### src/rtl/set_host.sv
`default_nettype none
// ============================================================================
// Module   : set_host
// Purpose  : Queues set-engine commands in a 4-deep FIFO, issues them one at a
//            time and scores each engine result against the expected count.
//            Optional watchdog: define SET_HOST_TIMEOUT_EN.
// Revision : 1.0 - initial release
// ============================================================================
module set_host (
    input  logic        clk,
    input  logic        rst,
    input  logic        cmd_wr,
    input  logic [45:0] cmd_data,
    output logic        cmd_full,
    output logic        en,
    output logic [23:0] central,
    output logic [11:0] radius,
    output logic [1:0]  mode,
    input  logic        busy,
    input  logic        valid,
    input  logic [7:0]  candidate,
    output logic        res_valid,
    output logic [7:0]  res_candidate,
    output logic        res_match,
    output logic [7:0]  pass_cnt,
    output logic [7:0]  fail_cnt,
    output logic [2:0]  status
);

    typedef enum logic [1:0] {
        S_IDLE   = 2'd0,
        S_ISSUE  = 2'd1,
        S_WAIT   = 2'd2,
        S_REPORT = 2'd3
    } state_t;

    state_t      state_q, state_d;
    logic [45:0] fifo_mem_q [4];
    logic [1:0]  wr_ptr_q, wr_ptr_d, rd_ptr_q, rd_ptr_d;
    logic [2:0]  count_q, count_d;
    logic [23:0] central_q, central_d;
    logic [11:0] radius_q, radius_d;
    logic [1:0]  mode_q, mode_d;
    logic [7:0]  exp_q, exp_d;
    logic [7:0]  res_cand_q, res_cand_d;
    logic [7:0]  pass_q, pass_d, fail_q, fail_d;
    logic        ovf_q, ovf_d;
    logic        full, push, pop, match, to_flag;
    logic [45:0] head;

`ifdef SET_HOST_TIMEOUT_EN
    logic [7:0]  wd_q, wd_d;
    logic        to_sticky_q, to_sticky_d;
    logic        timed_out_q, timed_out_d;
`endif

    assign full = (count_q == 3'd4);
    // A write while full is dropped even if a pop frees a slot this cycle.
    assign push = cmd_wr && !full;
    assign pop  = (state_q == S_IDLE) && (count_q != 3'd0);
    assign head = fifo_mem_q[rd_ptr_q];

`ifdef SET_HOST_TIMEOUT_EN
    assign to_flag = to_sticky_q;
    assign match   = !timed_out_q && (res_cand_q == exp_q);
`else
    assign to_flag = 1'b0;
    assign match   = (res_cand_q == exp_q);
`endif

    always_comb begin
        state_d    = state_q;
        wr_ptr_d   = wr_ptr_q + {1'b0, push};
        rd_ptr_d   = rd_ptr_q + {1'b0, pop};
        count_d    = count_q + {2'b00, push} - {2'b00, pop};
        central_d  = central_q;
        radius_d   = radius_q;
        mode_d     = mode_q;
        exp_d      = exp_q;
        res_cand_d = res_cand_q;
        pass_d     = pass_q;
        fail_d     = fail_q;
        ovf_d      = ovf_q | (cmd_wr && full);
        en         = 1'b0;
`ifdef SET_HOST_TIMEOUT_EN
        wd_d        = wd_q;
        to_sticky_d = to_sticky_q;
        timed_out_d = timed_out_q;
`endif
        case (state_q)
            S_IDLE: begin
                if (pop) begin
                    exp_d     = head[45:38];
                    mode_d    = head[37:36];
                    central_d = head[35:12];
                    radius_d  = head[11:0];
                    state_d   = S_ISSUE;
                end
            end
            S_ISSUE: begin
                if (!busy) begin
                    en      = 1'b1;
                    state_d = S_WAIT;
`ifdef SET_HOST_TIMEOUT_EN
                    wd_d    = 8'd0;
`endif
                end
            end
            S_WAIT: begin
                if (valid) begin
                    res_cand_d  = candidate;
                    state_d     = S_REPORT;
`ifdef SET_HOST_TIMEOUT_EN
                    timed_out_d = 1'b0;
                end else if (wd_q == 8'd254) begin
                    // 255th idle WAIT cycle: report as a failed, empty result
                    res_cand_d  = 8'd0;
                    timed_out_d = 1'b1;
                    to_sticky_d = 1'b1;
                    state_d     = S_REPORT;
                end else begin
                    wd_d        = wd_q + 8'd1;
`endif
                end
            end
            S_REPORT: begin
                if (match) begin
                    if (pass_q != 8'hFF) pass_d = pass_q + 8'd1;
                end else begin
                    if (fail_q != 8'hFF) fail_d = fail_q + 8'd1;
                end
                state_d = S_IDLE;
            end
            default: state_d = S_IDLE;
        endcase
    end

    always_ff @(posedge clk) begin
        if (push) fifo_mem_q[wr_ptr_q] <= cmd_data;
    end

    always_ff @(posedge clk) begin
        if (rst) begin
            state_q    <= S_IDLE;
            wr_ptr_q   <= 2'd0;
            rd_ptr_q   <= 2'd0;
            count_q    <= 3'd0;
            central_q  <= 24'd0;
            radius_q   <= 12'd0;
            mode_q     <= 2'd0;
            exp_q      <= 8'd0;
            res_cand_q <= 8'd0;
            pass_q     <= 8'd0;
            fail_q     <= 8'd0;
            ovf_q      <= 1'b0;
`ifdef SET_HOST_TIMEOUT_EN
            wd_q        <= 8'd0;
            to_sticky_q <= 1'b0;
            timed_out_q <= 1'b0;
`endif
        end else begin
            state_q    <= state_d;
            wr_ptr_q   <= wr_ptr_d;
            rd_ptr_q   <= rd_ptr_d;
            count_q    <= count_d;
            central_q  <= central_d;
            radius_q   <= radius_d;
            mode_q     <= mode_d;
            exp_q      <= exp_d;
            res_cand_q <= res_cand_d;
            pass_q     <= pass_d;
            fail_q     <= fail_d;
            ovf_q      <= ovf_d;
`ifdef SET_HOST_TIMEOUT_EN
            wd_q        <= wd_d;
            to_sticky_q <= to_sticky_d;
            timed_out_q <= timed_out_d;
`endif
        end
    end

    assign cmd_full      = full;
    assign central       = central_q;
    assign radius        = radius_q;
    assign mode          = mode_q;
    assign res_valid     = (state_q == S_REPORT);
    assign res_match     = (state_q == S_REPORT) && match;
    assign res_candidate = res_cand_q;
    assign pass_cnt      = pass_q;
    assign fail_cnt      = fail_q;
    assign status        = {ovf_q, to_flag, (state_q == S_IDLE) && (count_q == 3'd0)};

endmodule
`default_nettype wire

### config.mk
export PLATFORM = sky130hd
export DESIGN_NAME = set_host
export DESIGN_NICKNAME = d
export VERILOG_FILES = /design/src/rtl/set_host.sv
export SDC_FILE = /design/constraint.sdc
export NUM_CORES = 1
export LEC_CHECK = 0
export BUFFER_PORTS_ARGS = -buffer_cell sky130_fd_sc_hd__buf_4
export CELL_PAD_IN_SITES_DETAIL_PLACEMENT = 1
export CELL_PAD_IN_SITES_GLOBAL_PLACEMENT = 1
export CORE_MARGIN = 2
export CORE_UTILIZATION = 24
export DETAILED_ROUTE_END_ITERATION = 8
export PLACE_DENSITY_LB_ADDON = 0.1
export SYNTH_ARGS = -nofsm -noshare
export SYNTH_HDL_FRONTEND = slang
export SYNTH_SLANG_ARGS = --single-unit
export TNS_END_PERCENT = 100
### constraint.sdc
create_clock -name clk -period 9.2 [get_ports clk]
set_clock_uncertainty 0.15 [all_clocks]
set_input_delay 1.38 -clock clk [delete_from_list [all_inputs] [get_ports clk]]
set_output_delay 1.38 -clock clk [all_outputs]
set_load 0.1 [all_outputs]
# ---- Yosys cells after proc, flatten, opt, wreduce, memory -nomap -nowiden
# Memory sizes are Yosys's and may differ from the RTL's. A register that Yosys moved wholly into a read port is not among the register bits.
# Index checks and enable logic that the tools add are counted.
dict set report totals {
  register_bits 34
  ram_bits 184
  inputBits 59
  out_inout_bits 69
  memories 1
}
dict set report classes {
  n_addsub 6
  n_eq_ne 10
  mux 8
  n_bitwise 2
  reduce_logical 14
}
# memory depth word_bits read_ports rd_clocked_by_memory_dff write_ports line_no
set mem_list {}
lappend mem_list {fifo_mem_q 4 46 1 1 1 38} ;# logic [45:0] fifo_mem_q [4];
# cell count
set ops {}
lappend ops {{8-bit by 1-bit adder with 8-bit output, second input constant} 2}
lappend ops {{8-bit != test, second input constant} 2}
lappend ops {{3-bit AND reduction} 3}
lappend ops {{8-bit == test} 1}
lappend ops {{2-bit one-hot mux with 4 select lines} 1}
lappend ops {{2-bit two-way mux} 3}
lappend ops {{2-bit != test, second input constant} 3}
lappend ops {{1-bit logical AND} 5}
lappend ops {{2-bit by 1-bit adder with 2-bit output} 2}
lappend ops {{2-bit == test, second input constant} 2}
lappend ops {{1-bit two-way mux} 4}
lappend ops {{2-bit AND reduction} 2}
lappend ops {{3-bit by 1-bit adder with 3-bit output} 1}
lappend ops {{3-bit == test, second input constant} 1}
lappend ops {{3-bit zero test} 1}
lappend ops {{3-bit nonzero test} 1}
lappend ops {{3-bit by 1-bit subtractor with 3-bit output} 1}
lappend ops {{2-bit by 1-bit == test with 1-bit output, second input constant} 1}
lappend ops {{2-bit zero test} 1}
lappend ops {{1-bit zero test} 1}
lappend ops {{1-bit NOT} 1}
lappend ops {{1-bit bitwise OR} 1}

# ---- Logic depth before layout (Yosys ltp)
dict set report depth {
  depth_word 5
  ltp_mapped 11
}

# ---- Worst setup path before layout
# Ideal clock, no wire load.
dict set report synth_timing {
  path_type {input port to flip-flop}
  startpoint {input cmd_wr}
  endpoint {memory fifo_mem_q[1][0], enable pin}
  setup_ns 0.516
  arrival_time_ns 4.915
  t_required_ns 8.534
  slack_ns 3.619
  stages 2
  path_cell_list {nand2b_1 -> nor3b_1}
}
dict set report synth_via {
  elab_chain_cells 3
}
# element line_no
set synth_rtl {}
lappend synth_rtl {{start: declaration} 12} ;# input logic cmd_wr,
lappend synth_rtl {{1-bit logical AND} 59} ;# assign push = cmd_wr && !full;
lappend synth_rtl {{1-bit two-way mux} 139} ;# if (push) fifo_mem_q[wr_ptr_q] <= cmd_data;
lappend synth_rtl {{1-bit two-way mux (implied by the code)} 139}
lappend synth_rtl {{end: declaration} 38}
# Every way passes these cells.

# ---- Final worst setup path
dict set report layout_timing {
  startpoint {register state_q[0]}
  endpoint {output status[0]}
}
dict set report layout_via {
  elab_chain_cells 2
}
# element line_no
set layout_rtl {}
lappend layout_rtl {{start: declaration} 37} ;# state_t state_q, state_d;
lappend layout_rtl {{start signal: assignment} 162} ;# state_q <= state_d;
lappend layout_rtl {{2-bit zero test} 191} ;# assign status = {ovf_q, to_flag, (state_q == S_IDLE) && (count_q == 3'd0)};
lappend layout_rtl {{1-bit logical AND} 191}
lappend layout_rtl {{end: declaration} 27} ;# output logic [2:0] status
# Every way passes these cells.

==> metrics <==
DRT Pass-1 Iters=4; Syn Area/Cell=~16 µm²; Max-Cap Viols=0; Synth Flop Type=edfxtp_1; Post-Route Utilization=0.308; Synth Cell Area=roughly 10000 µm²; total number of vias=between 5k and 6k; DP HPWL=15600 µm; Total Wirelength=~25000 µm; hold depth=2; DRT iter0 DRCs=243; # DRC=0; relative slew slack=0.283; Peak VDD IR=around 130 µV; total gr overflow=0; Fmax=256 MHz; static leakage=~4.4 nW; fin. max-slew vios=0; Post-Syn Instances=roughly 640; TritonCTS clock tree=built; Sink Count=around 260; cts repair resizes=0; nets=around 850; fin crit share=0.424; Post-synth EDFFs=184; worst reg2reg path endpoint=fifo_mem_q[2][33]; commonest non-fill, non-tap cell in the layout=edfxtp_1; gpl congestion=approximately 0.73; # diodes=0; initial antenna violation count=1; CP Class=flop to output port; CP Max Fanout=4; setup bufs post-CTS=0; setup violators final=0; GR Util All Layers=0.119; Inserted Clock Buffers=34; H-tree levels=2; layout cell share with drive strength beyond 1=0.308; WP data required=~7.7 ns; area grow syn2layout=26.3%; PortBufs=~130; first-pass GRT wire length=between 30000 and 40000 µm; vias in the first global route=6507; Post-synth ARST share=0; Starting Density=0.244; CTS Root Buffer Type=clkbuf_16; clk slew on worst S/H paths=roughly 0.050 ns; unrepaired setup endpoints after global routing=no; most frequent cells in the layout=184 x edfxtp_1, 133 x buf_4, 107 x nand2_1; core box area=roughly 41000 µm²; CP endpoint kind=output port; pin count of the biggest net entering global routing=87; cts hold-fix bufs=0; final hold violation count=0; syn_nets=712; Setup crit start kind=flop; Critical Path AT=around 2.4 ns; standard-cell rows=74; Die Area=between 40000 and 50000 µm²; pwr dens=341 nW/µm²; reg2reg start=count_q[1]; Antenna Nets Post-Route=0; Max Root-Sink Buffers=3; sequential fraction of the synthesis area=0.712; die width=roughly 210 µm; yosys warns=0; hold path endpoint=radius[9]; r2r setup slk=6.36 ns; worst slew pin tran=roughly 1.1 ns; chip height=around 210 µm; worst-skew pair later-pin latency=roughly 0.51 ns; wire per inst=approximately 19 µm; Worst Reg2Reg Path Length in Cells=6; crit path time final=3.90 ns; setup TNS=0 ns; status=complete, no violations; via/cell ratio=~4.3; hold path startpoint=radius[9]; Netlist cell types=48; I/O Pins=between 100 and 150; Hold WC Path Type=flop to flop; Yosys reg bits=between 200 and 300
-- worst max-delay path by stage --
stage	cells after the start	to	startpoint
after floorplan	2	fifo_mem_q[1][0]	cmd_wr
after global placement	6	fifo_mem_q[2][35]	cmd_wr
after detailed placement	6	fifo_mem_q[2][35]	cmd_wr
after CTS	4	status[0]	state_q[0]
after global routing	4	status[0]	state_q[0]
final	4	status[0]	state_q[0]
-- critical path, cell delays in order, from the launching register on --
cell and delay, ns:
dfxtp_1 0.33, inv_1 0.13, ha_1 0.25, nor4b_1 0.74
buf_4 0.43
-- cells in the mapped netlist (4+ instances only) --
cell type  number  area (µm²)
dfxtp_1        80        1600
xnor2_1        13         114
o31ai_1         4        30.0
nor3b_1         5        37.5
ha_1            9         113
inv_1           6        22.5
nand3_1         9        45.0
a21oi_1        64         320
buf_1           7        26.3
mux4_2         46        1040
nor2b_1         7        43.8
buf_4           5        37.5
and3_1          6        37.5
buf_2          10        50.1
nor2_1         21        78.8
clkbuf_1       12        45.0
edfxtp_1      184        5530
nand4_2         4        50.1
nand2_1       107         402
-- cell families (layout without fill, tap and decap cells) --
logic type                 Yosys count  in the layout  synth area share
xor gates and xnor gates            15             15            0.0131
buffers and inverters               41            200            0.0192
DFF                                264            264             0.712
and+or+nand+nor                    178            178            0.0855
adders and majority gates           10             10            0.0132
AOI/OAI and AO/OA                   82             82            0.0459
other                                1              1          0.000375
muxes                               52             52             0.111
-- flip-flops by register name (all words and copies together) (netlist names) --
signal         count
fifo_mem_q       184
central           24
radius            12
exp_q              8
fail_cnt           8
pass_cnt           8
res_candidate      8
count_q            3
mode               2
rd_ptr_q           2
state_q            2
wr_ptr_q           2
ovf_q              1
-- report_power, final --
group | switching (W) | internal [W]
Clock | 0.000486 | 0.000815
Sequential | 0.000138 | 0.00146
Combinational | 0.00102 | 0.000388
-- final cells by class --
type                    count  area, µm²
fillers                  4326      28400
clock buffers              44        920
inverters                   6       22.5
well taps                 532        666
multi-input cells         338       2730
clock inverters            17        180
flip-flops and latches    264       7130
repair buffers            133        998
-- per-stage QoR --
step	power, W	area (µm²)	setup WS [ns]	instances	hold slack (ns)
finish	0.00432	12600	5.30	1334	0.306
global route	0.00455	12600	5.23	1334	0.332
CTS	0.00442	12600	5.33	1334	0.307
detailed placement	0.00309	11500	5.57	1273	0.299
global placement	0.00306	11500	5.55	1273	0.295
floorplan	0.00270	10000	3.62	643	0.288
-- metal layers --
| metal | wire, µm | track usage | part of all wire |
|---|---|---|---|
| met5 | 13 | 0 | 0.00051 |
| met4 | 490 | 0.0382 | 0.019 |
| met3 | 1120 | 0.0285 | 0.044 |
| met2 | 12500 | 0.205 | 0.50 |
| met1 | 11100 | 0.147 | 0.44 |
Note: power is estimated with default switching activity, not from simulation.
